### src/rtl/fetch_stage.sv
// Instruction fetch with IF/ID register and one-entry skid; one fetch outstanding, ack->IF/ID in 1 cycle.
// Stall holds IF/ID and parks a returning response in the skid; redirect flushes and kills any pending fetch.
module fetch_stage #(
  parameter int ADDR_WIDTH  = 24,
  parameter int INSTR_WIDTH = 24,
  parameter logic [ADDR_WIDTH-1:0] RESET_PC = '0
) (
  input  logic                   iw_clk,
  input  logic                   iw_rst,
  input  logic                   iw_stall,
  input  logic                   iw_redirect,
  input  logic [ADDR_WIDTH-1:0]  iw_redirect_pc,
  output logic                   ow_imem_req,
  output logic [ADDR_WIDTH-1:0]  ow_imem_addr,
  input  logic                   iw_imem_ack,
  input  logic [INSTR_WIDTH-1:0] iw_imem_data,
  output logic                   ow_valid,
  output logic [ADDR_WIDTH-1:0]  ow_pc,
  output logic [INSTR_WIDTH-1:0] ow_instr
);

  typedef enum logic [1:0] {IDLE, WAIT, KILL} state_t;

  state_t                 state, state_nxt;
  logic [ADDR_WIDTH-1:0]  pc, pc_nxt, addr_nxt;
  logic                   skid_vld, skid_vld_nxt;
  logic [ADDR_WIDTH-1:0]  skid_pc, skid_pc_nxt;
  logic [INSTR_WIDTH-1:0] skid_instr, skid_instr_nxt;
  logic                   valid_nxt;
  logic [ADDR_WIDTH-1:0]  out_pc_nxt;
  logic [INSTR_WIDTH-1:0] out_instr_nxt;
  logic                   ack, accept;

  assign ow_imem_req = (state != IDLE);

  always_ff @(posedge iw_clk) begin
    if (iw_rst) begin
      state        <= IDLE;
      pc           <= RESET_PC;
      ow_imem_addr <= RESET_PC;
      skid_vld     <= 1'b0;
      skid_pc      <= '0;
      skid_instr   <= '0;
      ow_valid     <= 1'b0;
      ow_pc        <= '0;
      ow_instr     <= '0;
    end else begin
      state        <= state_nxt;
      pc           <= pc_nxt;
      ow_imem_addr <= addr_nxt;
      skid_vld     <= skid_vld_nxt;
      skid_pc      <= skid_pc_nxt;
      skid_instr   <= skid_instr_nxt;
      ow_valid     <= valid_nxt;
      ow_pc        <= out_pc_nxt;
      ow_instr     <= out_instr_nxt;
    end
  end

  always_comb begin
    state_nxt      = state;
    pc_nxt         = pc;
    addr_nxt       = ow_imem_addr;
    skid_vld_nxt   = skid_vld;
    skid_pc_nxt    = skid_pc;
    skid_instr_nxt = skid_instr;
    valid_nxt      = ow_valid;
    out_pc_nxt     = ow_pc;
    out_instr_nxt  = ow_instr;
    ack            = iw_imem_ack && (state != IDLE);
    accept         = iw_imem_ack && (state == WAIT) && !iw_redirect;

    if (iw_redirect) begin
      // A response landing in the redirect cycle is simply dropped.
      valid_nxt    = 1'b0;
      skid_vld_nxt = 1'b0;
      pc_nxt       = iw_redirect_pc;
      case (state)
        WAIT:    state_nxt = ack ? IDLE : KILL;
        KILL:    state_nxt = ack ? IDLE : KILL;
        default: state_nxt = IDLE;
      endcase
    end else begin
      case (state)
        IDLE: if (!skid_vld) begin
          state_nxt = WAIT;
          addr_nxt  = pc;
        end
        WAIT: if (ack) begin
          state_nxt = IDLE;
          pc_nxt    = pc + ADDR_WIDTH'(1);
        end
        KILL: if (ack) state_nxt = IDLE;
        default: state_nxt = IDLE;
      endcase

      // Skid and a fresh response never coexist: req only rises with skid empty.
      if (!iw_stall) begin
        if (skid_vld) begin
          valid_nxt     = 1'b1;
          out_pc_nxt    = skid_pc;
          out_instr_nxt = skid_instr;
          skid_vld_nxt  = 1'b0;
        end else if (accept) begin
          valid_nxt     = 1'b1;
          out_pc_nxt    = ow_imem_addr;
          out_instr_nxt = iw_imem_data;
        end else begin
          valid_nxt = 1'b0;
        end
      end else if (accept) begin
        skid_vld_nxt   = 1'b1;
        skid_pc_nxt    = ow_imem_addr;
        skid_instr_nxt = iw_imem_data;
      end
    end
  end

endmodule

### config.mk
export PLATFORM = sky130hd
export DESIGN_NAME = fetch_stage
export DESIGN_NICKNAME = d
export VERILOG_FILES = /design/src/rtl/fetch_stage.sv
export SDC_FILE = /design/constraint.sdc
export NUM_CORES = 1
export LEC_CHECK = 0
export ABC_CLOCK_PERIOD_IN_PS = 2600
export BUFFER_PORTS_ARGS = -buffer_cell sky130_fd_sc_hd__buf_2
export CAP_MARGIN = 15
export CORE_ASPECT_RATIO = 0.8
export CORE_MARGIN = 2
export CORE_UTILIZATION = 43
export CTS_BUF_LIST = sky130_fd_sc_hd__clkbuf_8 sky130_fd_sc_hd__clkbuf_16
export DETAILED_ROUTE_END_ITERATION = 8
export PLACE_DENSITY = 0.66
export SLEW_MARGIN = 20
export SYNTH_ARGS = -nofsm -noshare
export SYNTH_HDL_FRONTEND = slang
export SYNTH_SLANG_ARGS = --single-unit
### constraint.sdc
create_clock -name iw_clk -period 2.6 [get_ports iw_clk]
set_clock_uncertainty 0.15 [all_clocks]
set_input_delay 0.39 -clock iw_clk [delete_from_list [all_inputs] [get_ports iw_clk]]
set_output_delay 0.39 -clock iw_clk [all_outputs]
set_load 0.01 [all_outputs]
Yosys cells after proc, flatten, opt, wreduce, memory -nomap -nowiden

Index checks and enable logic that the tools add are counted.

Register bits: 148
Input port bits: 53
Output and inout bits: 74
Word-level logic and storage cells: 49

Add/sub/neg operators: 1
Equal/unequal tests: 4
Mux-type cells: 15
Bitwise operators: 3
Reduce and logical (&&, ||, !) cells: 17

Operators with widths:

| cell                  | number |
|---|---|
| $mux 24               | 7 |
| $add 24x1->24 const B | 1 |
| $mux 2                | 5 |
| $reduce_and 3->1      | 3 |
| $reduce_bool 2->1     | 4 |
| $pmux 2 s2            | 1 |
| $reduce_and 2->1      | 2 |
| $reduce_or 2->1       | 2 |
| $logic_and 1x1->1     | 3 |
| $ne 3x1->1 const B    | 1 |
| $ne 3x3->1 const B    | 1 |
| $not 1->1             | 3 |
| $reduce_or 3->1       | 1 |
| $eq 2x1->1 const B    | 1 |
| $eq 2x2->1 const B    | 1 |
| $logic_not 2->1       | 1 |
| $mux 1                | 2 |
| $logic_not 1->1       | 1 |

Longest topological paths before layout

Gate-level depths: netlist of run 1.

Depth after elaboration: 5
Gate-level depth with buffers: 8
Depth with buffers taken out: 6

Worst setup path after synthesis of run 1

No wires, ideal clock.

Path type: reg-to-reg
From: register state[0]
To: register pc[19]
Library setup time: 114 ps
Arrival time: 1933 ps
Data required time: 2336 ps
Slack: 403 ps
Stages on the path, launching flop included: 7
Path buffers: 0
Clock period less this slack: 2197 ps
Path through: dfxtp_1 -> inv_1 -> ha_1 -> nand3b_1 -> nor4_2 -> a311oi_1 -> a2111oi_0

Cells in the longest elaborated chain, start to end: 4

Ends and longest elaborated chain:

| item                                  | RTL line | text |
|---|---|---|
| from (decl)                           | 24       | `state_t state, state_nxt;` |
| from (signal assigned)                | 48       | `state <= state_nxt;` |
| $reduce_bool 2->1                     | 70       | `ack = iw_imem_ack && (state != IDLE);` |
| $logic_and 1x1->1                     | 70       |  |
| $reduce_bool 2->1 (no source line)    | --       |  |
| $reduce_and 2->1 (no source line) (*) | --       |  |
| to (signal assigned)                  | 49       | `pc <= pc_nxt;` |
| to (decl)                             | 25       | `logic [ADDR_WIDTH-1:0] pc, pc_nxt, addr_nxt;` |

Every way passes the cells marked *; elsewhere a longest branch is shown, timed or not.
A chain may end at the register's enable or synchronous reset.

Worst setup path after layout of run 1

From: register state[0]
To: register pc[12]

The elaborated chain is that of the path after synthesis.

==> results.cfg, run 1 <==
[timing]
min_period_ps = 2323
rsz0062_at_grt = false
finalSetupTns_ps = 0
drv_slew = 0
setup_ws_ps = 276.5
maxSlewHeadroom = 0.4864
hold_viol = 0
tightestPinTransition_ps = 770.4
finalSetupViolCount = 0
whs_ps = 66.57
max_freq_ghz = 0.4304
timing.final.crit_share = 0.8936

[route]
vias = 5348
via_per_inst = 5.223
avgRoutedWirePerCell_um = 14.71
ant_nets = 0
drtIter0Drc = 269
drcViolationCount = 0
routed_wl_um = 15070
drt-pass1-iter-count = 5

[floorplanning]
die_area_mm2 = 0.01524
die_y_um = 110.8
core_area_mm2 = 0.01410
rows = 39
fp.dieW_um = 137.5
io_pins = 127
start_util = 0.4348

[clocking]
cts_tree = yes
post_cts_buffers = 0
cts.sinks = 148
cts_buffers = 17
clock_path_buffers = 2
clockRootBuffer = clkbuf_16
path_clk_slew_ps = 60
clk_latency_ps = 420
htreeDepth = 4
cts_hold_buf = 0
cts_resized = 0

[critical_path]
required_ps = 2780
cp.arrival_ps = 2510
cp_max_fo = 7
cp-start-kind = flop
critPathCaptureType = flop
worstSetupPathType = flop to flop

[grt]
grt_antenna_before_repair = 0
grt_pass1_vias = 4827
grtUsageTotal = 0.2047
grt_pass1_wl_um = 24820
grt_max_degree = 98
grt-ovfl-total = 0

[logic_synthesis]
yosysSeqAreaShare = 0.4832
synthesis.nets = 780
synth_async_sr_flop_share = 0
synth_flop_cell = dfxtp_1
synth.largest_area_cell = dfxtp_1
syn-instance-count = 724
synthTopCellsByArea = dfxtp_1 (48%), nand2_1 (9.5%), mux2i_1 (7.8%)
synth_seq_cells = 148
synth_most_common_cell = nand2_1
synth-edff-count = 0
synth-warning-count = 0
synth_top_area_share = 0.4832
syn_area_mm2 = 0.006132
avgSynthCellArea_um2 = 8.470
ys_top_cells_by_count = nand2_1 (156), dfxtp_1 (148), a21oi_1 (78)
yosys.cell_types.count = 46

[worst_hold_path]
worstHoldPathType = primary input to flop

[placed_design]
place.gp.congestion = 0.8340
dpl_worst_slack_ps = 293.7
io_buffers = 126
dp_hpwl_um = 10130
dp_cells = 993

[final_layout]
nNetsFinal = 884
instances_no_fill = 1024
drive_above_1_share = 0.2143
syn_to_final_growth_pct = 22.81
diodes = 0
fillers = 1344

[pwr]
p_per_area_mw_per_mm2 = 677.6
peakVddDrop_v = 0.0005112
p_leak_nw = 2.759

[status]
status = finished, final reports clean

[flow_run]
drv_cap = 0
==> final timing paths <==
path	depth (start not counted)	slack, ps	from	end
worst max-delay path	6	280	state[0]$_SDFFE_PP0P_	pc[12]$_SDFFE_PP0P_
worst min-delay path	3	70	iw_imem_data[7]	skid_instr[7]$_SDFFE_PP0P_
worst max register to register	6	280	state[0]$_SDFFE_PP0P_	pc[12]$_SDFFE_PP0P_
worst min register to register	2	300	skid_instr[22]$_SDFFE_PP0P_	skid_instr[22]$_SDFFE_PP0P_
==> report_power, final <==
part / leakage (nW) / internal (mW) / switching, mW / total (mW)
logic: 1.28 / 0.159 / 0.227 / 0.386
clock network: 0.272 / 1.33 / 0.974 / 2.31
registers: 1.20 / 2.34 / 0.0726 / 2.41
==> worst max-delay path, cell delays in order (launching register included) <==
cell	delay, ps
dfxtp_1	350
inv_1	50
ha_1	250
nand4b_1	280
or4_1	540
or3_1	380
a311oi_1	240
==> registers in the layout, summed over array words and instances, names as in the netlist <==
signal	flops
pc	24
ow_instr	24
state	2
skid_pc	24
ow_valid	1
skid_vld	1
ow_imem_addr	24
ow_pc	24
skid_instr	24
==> area by class of cell <==
cell class	instances	area [um2]	area share
inverter	13	48.80	0.006479
clock inverter	13	112.6	0.01495
clock buffer	18	439.2	0.05832
tap	184	230.2	0.03057
sequential	148	2964	0.3936
multi-input combinational	507	2915	0.3871
timing repair buffer	141	820.8	0.1090
==> layout by cell type, fill, tap and decap left out, drive strengths merged, types with 2 or more instances in the layout <==
cell	Yosys	routed
and3	3	3
or3	7	7
o21ai	6	6
buf	6	141
xnor2	5	5
or4	4	4
dfxtp	148	148
mux2i	48	48
nor3	6	6
a21oi	78	78
and4	4	4
nor2b	5	5
o31ai	3	3
a211oi	56	56
clkinv	0	5
nor2	70	70
a311oi	14	14
nand2	156	156
ha	3	3
nor4	2	2
inv	13	17
nand3	7	7
nand4	7	7
clkinvlp	0	3
a2111oi	4	4
xor2	3	3
o41ai	2	2
clkbuf	50	18
==> logic make-up after synthesis <==
family,Yosys count,share of synthesized area
adders and majority gates,3,0.006122
DFF,148,0.4832
AOI/OAI and AO/OA,168,0.1763
buffers and inverters,69,0.04407
xor gates and xnor gates,8,0.01143
and+or+nand+nor,280,0.2006
muxes,48,0.07835
==> per-stage QoR <==
stage                     cell area [um2]    util  total power, mW
after floorplan                      6132       -            2.676
after global placement               6979  0.4949            2.841
after detailed placement             6979  0.4949            2.844
after CTS                            7531  0.5340            5.144
after global routing                 7531  0.5340            5.306
final                                7531  0.5340            5.103
==> per-layer routing <==
layer | global-route usage | part of all wire | vias up
li1 | - | - | 2759
met1 | 0.3054 | 0.52 | 2448
met2 | 0.2836 | 0.41 | 126
met3 | 0.06219 | 0.057 | 15
met4 | 0.05498 | 0.0093 | 0
met5 | 0 | 0 | -
(Power assumes the default switching activity.)
==> run 2: changes to the inputs <==
==> constraint.sdc (replaced) <==
create_clock -name iw_clk -period 2.6 [get_ports iw_clk]
set_clock_uncertainty 0.15 [all_clocks]
set_input_delay 0 -clock iw_clk [delete_from_list [all_inputs] [get_ports iw_clk]]
set_output_delay 0 -clock iw_clk [all_outputs]
set_load 0.01 [all_outputs]
==> run 2 against run 1 <==
Wire length rose by 2.3%. Power rose by 1.4%. Register-to-register slack got worse by 80 ps. Sequential power barely moved. Highest routed layer unchanged. Core utilization rose by 3.8 points. Worst hold slack improved by 160 ps. Non-clock buffer count rose by 55. Flip-flop and latch count did not move. Largest power group unchanged. Via count rose by 4.7%.
==> results.cfg, run 2 (synthesis results as in run 1) <==
[critical_path]
r2r_setup_slack_ps = 200
critPathBufInv = 2
cp_slowest_cell = dlygate4sd3_1
cp.arrival_ps = 2550
worstSetupPathType = flop to flop
required_ps = 2750
crit_family = simple AND/OR/NAND/NOR gates
cpPeakStageDelay_ps = 600
cp_max_fo = 24
crit_chain = inv_1 -> ha_1 -> nand3_2 -> nand2_1 -> a21oi_1 -> dlygate4sd3_1
critPathCaptureType = flop
cp-start-kind = flop

[worst_hold_path]
worstHoldPathType = primary input to flop

[timing]
rsz0062_at_grt = false
timing.final.crit_share = 0.9237
tightestPinTransition_ps = 863.2
whs_ps = 226.0
finalSetupTns_ps = 0
max_freq_ghz = 0.4164
hold_viol = 0
maxSlewHeadroom = 0.4245
finalSetupViolCount = 0
min_period_ps = 2402
drv_slew = 0

[clocking]
clockRootBuffer = clkbuf_16
post_cts_buffers = 0
cts.sinks = 148
htreeDepth = 4
path_clk_slew_ps = 60
clk_latency_ps = 420
cts_tree = yes
cts_buffers = 17
clock_path_buffers = 2

[pwr]
p_leak_nw = 2.985
peakVddDrop_v = 0.0005024
p_per_area_mw_per_mm2 = 640.9

[route]
vias = 5598
drtIter0Drc = 287
ant_nets = 0
drcViolationCount = 0
drt-pass1-iter-count = 5
via_per_inst = 5.188
routed_wl_um = 15410
avgRoutedWirePerCell_um = 14.28

[grt]
grt-ovfl-total = 0
grtUsageTotal = 0.2081
grt_max_degree = 98
grt_antenna_before_repair = 0
grt_pass1_vias = 5044
grt_pass1_wl_um = 25250

[final_layout]
most-common-layout-cells = nand2_1 (156), dfxtp_1 (147), buf_2 (125), a21oi_1 (78), nor2_1 (70)
diodes = 0
final_util = 0.5724
syn_to_final_growth_pct = 31.65
layout_commonest_cell = nand2_1
drive_above_1_share = 0.1978
nNetsFinal = 939

[placed_design]
place.gp.congestion = 0.8570
dp_hpwl_um = 9821
io_buffers = 126

[floorplanning]
fp.dieW_um = 137.5
die_y_um = 110.8
core_area_mm2 = 0.01410
io_pins = 127
die_area_mm2 = 0.01524
rows = 39
start_util = 0.4348

[status]
status = finished, final reports clean

[flow_run]
drv_cap = 0
-- run 2: metrics by stage --
| step | power (mW) | setup slack, ps | instance area [um2] | std cells |
|---|---|---|---|---|
| floorplan | 2.676 | 403.0 | 6132 | 724 |
| detailed placement | 2.838 | 277.4 | 6932 | 990 |
| global placement | 2.834 | 360.4 | 6932 | 990 |
| global route | 5.384 | 95.97 | 8073 | 1079 |
| finish | 5.174 | 198.4 | 8073 | 1079 |
| CTS | 5.213 | 251.6 | 8073 | 1079 |
-- run 2: area by class of cell --
| cell class | count | area [um2] |
|---|---|---|
| fillers | 1281 | 6030 |
| repair buffers | 196 | 1354 |
| flip-flops and latches | 148 | 2964 |
| inverters | 13 | 48.80 |
| multi-input cells | 507 | 2915 |
| clock inverters | 12 | 107.6 |
| well taps | 184 | 230.2 |
| clock buffers | 19 | 452.9 |
-- run 2: layer usage --
metal,part of all wire,global-route usage
met2,0.44,0.3095
met5,0,0
met4,0.017,0.07973
met3,0.054,0.04755
met1,0.49,0.2921
-- run 2: worst register-to-register path: stages (launching register included) --
cell           delay, ps
dfxtp_1              290
inv_1                 80
ha_1                 280
nand3_2              530
nand2_1              270
a21oi_1               90
dlygate4sd3_1        600
-- run 2: power by group --
| group | leakage (nW) | internal [mW] | switching (mW) |
|---|---|---|---|
| Sequential | 1.20 | 2.34 | 0.0712 |
| Clock | 0.270 | 1.36 | 0.957 |
| Combinational | 1.51 | 0.211 | 0.239 |
| Total | 2.98 | 3.91 | 1.27 |
-- run 2: timing repair --
| item | in CTS | in global routing |
|---|---|---|
| endpoints found under the setup margin | 0 | 0 |
| gates resized for setup | 0 | 0 |
| hold endpoints to repair | 111 | 0 |
| hold buffers | 58 | 0 |
-- run 2: final timing paths --
check,cells past startpoint,to,startpoint
max,6,skid_instr[19]$_SDFFE_PP0P_,state[1]$_SDFFE_PP0P_
min,4,skid_instr[7]$_SDFFE_PP0P_,iw_imem_data[7]
max reg2reg,6,skid_instr[19]$_SDFFE_PP0P_,state[1]$_SDFFE_PP0P_
min reg2reg,2,skid_instr[15]$_SDFFE_PP0P_,skid_instr[15]$_SDFFE_PP0P_
